--- config.mk ---
export PLATFORM = sky130hd
export DESIGN_NAME = load_store_unit
export DESIGN_NICKNAME = d
export VERILOG_FILES = /design/src/rtl/load_store_unit_pkg.sv /design/src/rtl/load_store_unit_align.sv /design/src/rtl/load_store_unit.sv
export SDC_FILE = /design/constraint.sdc
export NUM_CORES = 1
export LEC_CHECK = 0
export CAP_MARGIN = 0
export CORE_ASPECT_RATIO = 0.75
export CORE_UTILIZATION = 25
export DETAILED_ROUTE_END_ITERATION = 6
export SLEW_MARGIN = 15
export SYNTH_ARGS = -nofsm -noshare
export SYNTH_HDL_FRONTEND = slang
export SYNTH_SLANG_ARGS = --single-unit
--- constraint.sdc ---
create_clock -name clk -period 2.17 [get_ports clk]
set_input_delay 0.3255 -clock clk [delete_from_list [all_inputs] [get_ports clk]]
set_output_delay 0.3255 -clock clk [all_outputs]
set_load 0.01 [all_outputs]
--- src/rtl/load_store_unit_pkg.sv ---
// Shared definitions for the rv32i load/store unit: funct3 codes, FSM states and
// the alignment rule used by both the aligner and the control FSM.
package load_store_unit_pkg;

    localparam logic [2:0] F3_LB  = 3'd0;
    localparam logic [2:0] F3_LH  = 3'd1;
    localparam logic [2:0] F3_LW  = 3'd2;
    localparam logic [2:0] F3_LBU = 3'd4;
    localparam logic [2:0] F3_LHU = 3'd5;
    localparam logic [2:0] F3_SB  = 3'd0;
    localparam logic [2:0] F3_SH  = 3'd1;
    localparam logic [2:0] F3_SW  = 3'd2;

    localparam logic [1:0] StIdle = 2'd0;
    localparam logic [1:0] StReq  = 2'd1;
    localparam logic [1:0] StDone = 2'd2;

    // funct3[1:0] encodes access size for both loads and stores (0=byte, 1=half, 2=word).
    function automatic logic misaligned(input logic [2:0] funct3, input logic [1:0] offset);
        logic bad;
        bad = 1'b0;
        if (funct3[1:0] == 2'd1) bad = offset[0];
        if (funct3[1:0] == 2'd2) bad = (offset != 2'd0);
        return bad;
    endfunction

endpackage

--- src/rtl/load_store_unit_align.sv ---
// Combinational lane logic: store strobes and replicated data, load extraction and
// sign/zero extension, and the illegal-access flag.
module load_store_unit_align
    import load_store_unit_pkg::*;
(
    input  logic [2:0]  funct3,
    input  logic        we,
    input  logic [1:0]  offset,
    input  logic [31:0] wdata,
    input  logic [31:0] rdata,
    output logic [3:0]  wstrb,
    output logic [31:0] wdata_rep,
    output logic [31:0] rdata_ext,
    output logic        illegal
);

    logic [31:0] shifted;
    logic        bad_f3;

    always_comb begin
        shifted   = rdata >> {offset, 3'b000};
        wstrb     = 4'b0000;
        wdata_rep = wdata;
        rdata_ext = shifted;
        bad_f3    = 1'b0;
        if (we) begin
            case (funct3)
                F3_SB: begin
                    wstrb     = 4'b0001 << offset;
                    wdata_rep = {4{wdata[7:0]}};
                end
                F3_SH: begin
                    wstrb     = 4'b0011 << offset;
                    wdata_rep = {2{wdata[15:0]}};
                end
                F3_SW:   wstrb = 4'b1111;
                default: bad_f3 = 1'b1;
            endcase
        end else begin
            case (funct3)
                F3_LB:   rdata_ext = {{24{shifted[7]}}, shifted[7:0]};
                F3_LH:   rdata_ext = {{16{shifted[15]}}, shifted[15:0]};
                F3_LW:   rdata_ext = shifted;
                F3_LBU:  rdata_ext = {24'd0, shifted[7:0]};
                F3_LHU:  rdata_ext = {16'd0, shifted[15:0]};
                default: bad_f3 = 1'b1;
            endcase
        end
        illegal = bad_f3 | misaligned(funct3, offset);
    end

endmodule

--- src/rtl/load_store_unit.sv ---
// Memory stage: issues one req/ack data-memory transaction per load/store, stalls the
// core while it is outstanding and returns the extended load value for writeback.
module load_store_unit
    import load_store_unit_pkg::*;
#(
    parameter int unsigned TIMEOUT = 0
) (
    input  logic        clk,
    input  logic        reset,
    input  logic        ls_en,
    input  logic        ls_we,
    input  logic [2:0]  ls_funct3,
    input  logic [31:0] addr,
    input  logic [31:0] wdata,
    output logic        stall,
    output logic [31:0] ld_data,
    output logic        ld_valid,
    output logic        ls_fault,
    output logic        mem_req,
    output logic        mem_we,
    output logic [31:0] mem_addr,
    output logic [3:0]  mem_wstrb,
    output logic [31:0] mem_wdata,
    input  logic        mem_ack,
    input  logic [31:0] mem_rdata
);

    logic [1:0]  state_q, state_d;
    logic        we_q, fault_q;
    logic [2:0]  funct3_q;
    logic [1:0]  offset_q;
    logic [31:0] addr_q, wdata_q, ld_data_q, cnt_q;
    logic [3:0]  strb_q;

    logic        in_idle, in_req, issue, accept, timeout_hit;
    logic [2:0]  al_funct3;
    logic        al_we;
    logic [1:0]  al_offset;
    logic [3:0]  al_strb;
    logic [31:0] al_wdata, al_rdata;
    logic        al_illegal;

    assign in_idle = (state_q == StIdle);
    assign in_req  = (state_q == StReq);

    // The aligner sees the live instruction in IDLE and the latched one while in REQ.
    assign al_funct3 = in_idle ? ls_funct3 : funct3_q;
    assign al_we     = in_idle ? ls_we     : we_q;
    assign al_offset = in_idle ? addr[1:0] : offset_q;

    load_store_unit_align u_align (
        .funct3    (al_funct3),
        .we        (al_we),
        .offset    (al_offset),
        .wdata     (wdata),
        .rdata     (mem_rdata),
        .wstrb     (al_strb),
        .wdata_rep (al_wdata),
        .rdata_ext (al_rdata),
        .illegal   (al_illegal)
    );

    assign issue       = in_idle && ls_en;
    assign accept      = issue && !al_illegal;
    assign timeout_hit = in_req && !mem_ack && (TIMEOUT != 0) && (cnt_q == TIMEOUT - 1);

    always_comb begin
        state_d = state_q;
        case (state_q)
            StIdle:  if (accept) state_d = StReq;
            StReq:   if (mem_ack || timeout_hit) state_d = StDone;
            default: state_d = StIdle;
        endcase
    end

    assign stall     = accept || in_req;
    assign ls_fault  = (issue && al_illegal) || fault_q;
    assign ld_valid  = (state_q == StDone) && !we_q && !fault_q;
    assign ld_data   = ld_data_q;
    assign mem_req   = in_req;
    assign mem_we    = in_req && we_q;
    assign mem_addr  = addr_q;
    assign mem_wstrb = in_req ? strb_q : 4'b0000;
    assign mem_wdata = wdata_q;

    always_ff @(posedge clk) begin
        if (reset) begin
            state_q   <= StIdle;
            we_q      <= 1'b0;
            fault_q   <= 1'b0;
            funct3_q  <= 3'd0;
            offset_q  <= 2'd0;
            addr_q    <= 32'd0;
            wdata_q   <= 32'd0;
            strb_q    <= 4'd0;
            ld_data_q <= 32'd0;
            cnt_q     <= 32'd0;
        end else begin
            state_q <= state_d;
            fault_q <= timeout_hit;
            if (accept) begin
                we_q     <= ls_we;
                funct3_q <= ls_funct3;
                offset_q <= addr[1:0];
                addr_q   <= {addr[31:2], 2'b00};
                strb_q   <= al_strb;
                wdata_q  <= al_wdata;
                cnt_q    <= 32'd0;
            end
            if (in_req) begin
                if (mem_ack) begin
                    if (!we_q) ld_data_q <= al_rdata;
                end else if (timeout_hit) begin
                    ld_data_q <= 32'd0;
                end else if (TIMEOUT != 0) begin
                    cnt_q <= cnt_q + 32'd1;
                end
            end
        end
    end

endmodule

==> summary.md <==
| Metric | Value |
|---|---|
| RSZ-0062 raised after global routing | `yes` |
| Flop2flop setup slack | `-160 ps` |
| Cell type group with the largest total delay on the critical path | `multiplexers` |
| Worst min path class | `input port to flop` |
| Maximum fanout along the worst path | `8` |
| Pin count of the biggest net entering global routing | `40` |
| Delay of the slowest critical-path stage | `360 ps` |
| H-Tree Depth | `3` |
| Initial DRC count | `323` |
| Final routed wirelength across all metal layers | `17,800 um` |
| Cell types with the largest area share after synthesis | `sky130_fd_sc_hd__dfxtp_1, sky130_fd_sc_hd__nand2_1, sky130_fd_sc_hd__a21oi_1, sky130_fd_sc_hd__mux2i_1, sky130_fd_sc_hd__a211oi_1` |
| Clock tree from TritonCTS | `done` |
| Sink Count | `~110` |
| Data required, critical path | `2400 ps` |
| Seq/Total Area, Yosys | `0.429` |
| Count of different cell masters after synthesis | `46` |
| DR vias/cell | `4.64` |
| Max-Slew Margin vs Limit | `0.581` |
| Number of warnings reported in the yosys synthesis log | `0` |
| Initial standard-cell utilization of the core | `0.255` |
| Number of antenna violations at the first check in global routing | `0` |
| Failing checks | `setup timing` |
| Worst hold endpoint | `ld_data[7]` |
| Buffers from clock root to sink, at most | `2` |
| Proportion of layout cells with a drive suffix above 1 | `0.168` |
| Global-route total usage across every layer | `0.171` |
| R2R Path Start | `state_q[1]` |
| Count of hold buffers inserted by post-cts repair | `0` |
| WL per Instance | `16.3 um` |
| Count of state elements after synthesis | `106` |
| Number of I/O pins | `roughly 210` |
| Highest-delay cell along the critical path | `sky130_fd_sc_hd__dfxtp_2` |
| Number of design rule violations left after detail routing | `0` |
| Maximum achievable frequency | `between 400 and 500 MHz` |
| Detail Placement HPWL | `12,600 um` |
| Commonest cells after routing, fill and taps aside | `sky130_fd_sc_hd__clkdlybuf4s50_1, sky130_fd_sc_hd__nand2_1, sky130_fd_sc_hd__dfxtp_1` |
| Pwr per Cell Area | `around 610 nW/um^2` |
| Grt total ovfl | `0` |
| Fin Clk Skew | `6.13 ps` |
| Outcome | `finished, violations left` |
| Core Area | `between 15,000 and 20,000 sq um` |
| Final critical-path setup slack | `-160 ps` |
| Top-area cell type share of the netlist area | `0.429` |
| Top cell by count, worst path | `sky130_fd_sc_hd__buf_4` |
| Transition time at the pin with the least slew margin | `625 ps` |
| Kind of end point of the critical path | `flop` |
| Critical path startpoint category | `flop` |
| Crit-path cells | `buf_12, nor2_4, mux2_4, buf_4, mux2_1, a22oi_2, buf_4, o311a_4, a211oi_1` |
| TritonCTS buffer count | `9` |
| Clock transition at the register clock pins on the worst setup and hold paths after CTS | `80 ps` |
| Critical path buffer and inverter count | `3` |
| Post-Syn Instances | `588` |
| Number of max-cap violations | `0` |
| Buffers added on ports | `206` |
| Cell taking the most area after synthesis | `sky130_fd_sc_hd__dfxtp_1` |
| Arrival time worst endpoint | `2560 ps` |
| Hold path depth | `2` |
| Startpoint of the most critical hold path | `reset` |
| Min Clock Period, post-route | `2330 ps` |
| Power Total | `4.96 mW` |
| Die Wd | `164 um` |
| Final worst path period share | `1.07` |
| Remaining antenna violation count | `0` |
| Most common cell after layout, fill and taps aside | `sky130_fd_sc_hd__clkdlybuf4s50_1` |
| Number of cells on the worst reg-to-reg path | `9` |
| Area added between synthesis and finish | `65.4%` |
| Setup violators final | `65` |
| Worst Setup Path Type | `flop to flop` |
| Buffer type at the clock tree root | `sky130_fd_sc_hd__clkbuf_16` |
| Worst supply voltage drop on vdd | `0.313 mV` |
| Number of antenna repair diodes | `0` |
| Clock network latency to the later pin of the worst-skew pair | `~360 ps` |
| Leakage power of the design | `3.01 nW` |
| Number of nets at the end of the flow | `about 940` |
| Endpoint of the worst-slack reg-to-reg timing path | `ld_data[18]` |
| Worst hold slack after final layout | `403 ps` |
| Total vias in the final route | `5,069` |
| Die area | `20,400 sq um` |
| RePlAce Congestion | `roughly 0.84` |
| Syn_area_per_cell | `8.42 sq um` |
| First-pass GRT wire length | `26,600 um` |
| DR pass1 iterations | `4` |
| Row count | `44` |
| Number of global-route vias before repair | `4,823` |
| Die height | `between 100 and 150 um` |
| Post-synthesis cell area | `roughly 4900 sq um` |
| Total count of max-transition violations in the final report | `0` |
| Hold violation count in the final report | `0` |
-- registers in the layout (all words and copies together) (netlist names) --
register   flops
we_q           1
mem_wdata     32
state_q        2
ld_data       32
offset_q       2
strb_q         4
funct3_q       3
mem_addr      30
-- power by group --
part / internal, mW / switching, mW
logic: 0.685 / 0.595
registers: 2.04 / 0.0542
clock network: 0.788 / 0.792
-- area by class of cell --
class	count	area [sq um]
flip-flops and latches	106	2130
clock buffers	9	225
inverters	2	7.51
repair buffers	277	2800
clock inverters	7	52.6
well taps	253	317
multi-input cells	438	2660
fillers	1958	11200
-- per-stage QoR --
| step | TNS, ps | setup slack, ps | area (sq um) | util | std cells |
|---|---|---|---|---|---|
| 2_1_floorplan | 0 | 52.9 | 4950 | - | 589 |
| 6_report | -5580 | -160 | 8190 | 0.423 | 1092 |
| 5_1_grt | -14500 | -246 | 8190 | 0.423 | 1092 |
| 3_3_place_gp | -47570 | -660 | 7600 | 0.392 | 1061 |
| 4_1_cts | -5210 | -140 | 8060 | 0.416 | 1085 |
| 3_5_place_dp | -47140 | -645 | 7600 | 0.392 | 1061 |
-- cells in the mapped netlist (all sizes together) --
master	instances
inv	2
a21oi	83
o31ai	2
nand2b	4
nor2b	2
nand3b	2
a22oi	1
nand2	162
a221o	2
and2	5
o31a	2
or4	3
or3b	1
clkbuf	22
nor2	39
or4b	1
nor3b	5
conb	1
a211o	1
a211oi	32
o311a	1
o211ai	23
a221oi	2
nand3	4
o41ai	1
o21ai	2
buf	22
or3	3
dfxtp	106
mux2i	38
a31oi	1
mux2	11
nor3	2
-- repair_timing --
action / CTS / global route
gates cloned: 3 / 2
pin swaps: 8 / 4
endpoints found under the setup margin: 101 / 101
buffers inserted: 5 / 6
gates resized for setup: 32 / 12
-- worst register-to-register path, stage by stage, from the launching register on --
cell                       delay (ps)
sky130_fd_sc_hd__dfxtp_2          360
sky130_fd_sc_hd__buf_12           140
sky130_fd_sc_hd__nor2_4           150
sky130_fd_sc_hd__mux2_4           360
sky130_fd_sc_hd__buf_4            170
sky130_fd_sc_hd__mux2_1           320
sky130_fd_sc_hd__a22oi_2          210
sky130_fd_sc_hd__buf_4            170
sky130_fd_sc_hd__o311a_4          240
sky130_fd_sc_hd__a211oi_1          90
-- cells by family (layout without fill, tap and decap cells) --
group | after synthesis | in the layout | synth area share
simple gates | 233 | 233 | 0.199
compound gates | 153 | 154 | 0.214
flops | 106 | 106 | 0.429
mux | 49 | 49 | 0.105
buf+inv | 46 | 295 | 0.0518
other cells | 1 | 2 | 0.000758
-- how the worst max path moves through the flow --
stage                      start       endpoint  cells after the start
floorplan             state_q[1]    ld_data[26]                      7
global placement    ls_funct3[2]          stall                      7
detailed placement  ls_funct3[2]          stall                      7
CTS                   state_q[1]          stall                      7
global route          state_q[1]  mem_wdata[18]                     10
finish                state_q[1]    ld_data[18]                      9
-- routing by layer --
layer	vias up	track usage	share of wire	routed length, um
li1	2545	-	-	-
met1	2346	0.238	0.47	8450
met2	164	0.251	0.42	7560
met3	14	0.0603	0.091	1620
met4	0	0.0413	0.010	184
met5	-	0	0	0
Note: power is estimated with default switching activity, not from simulation.
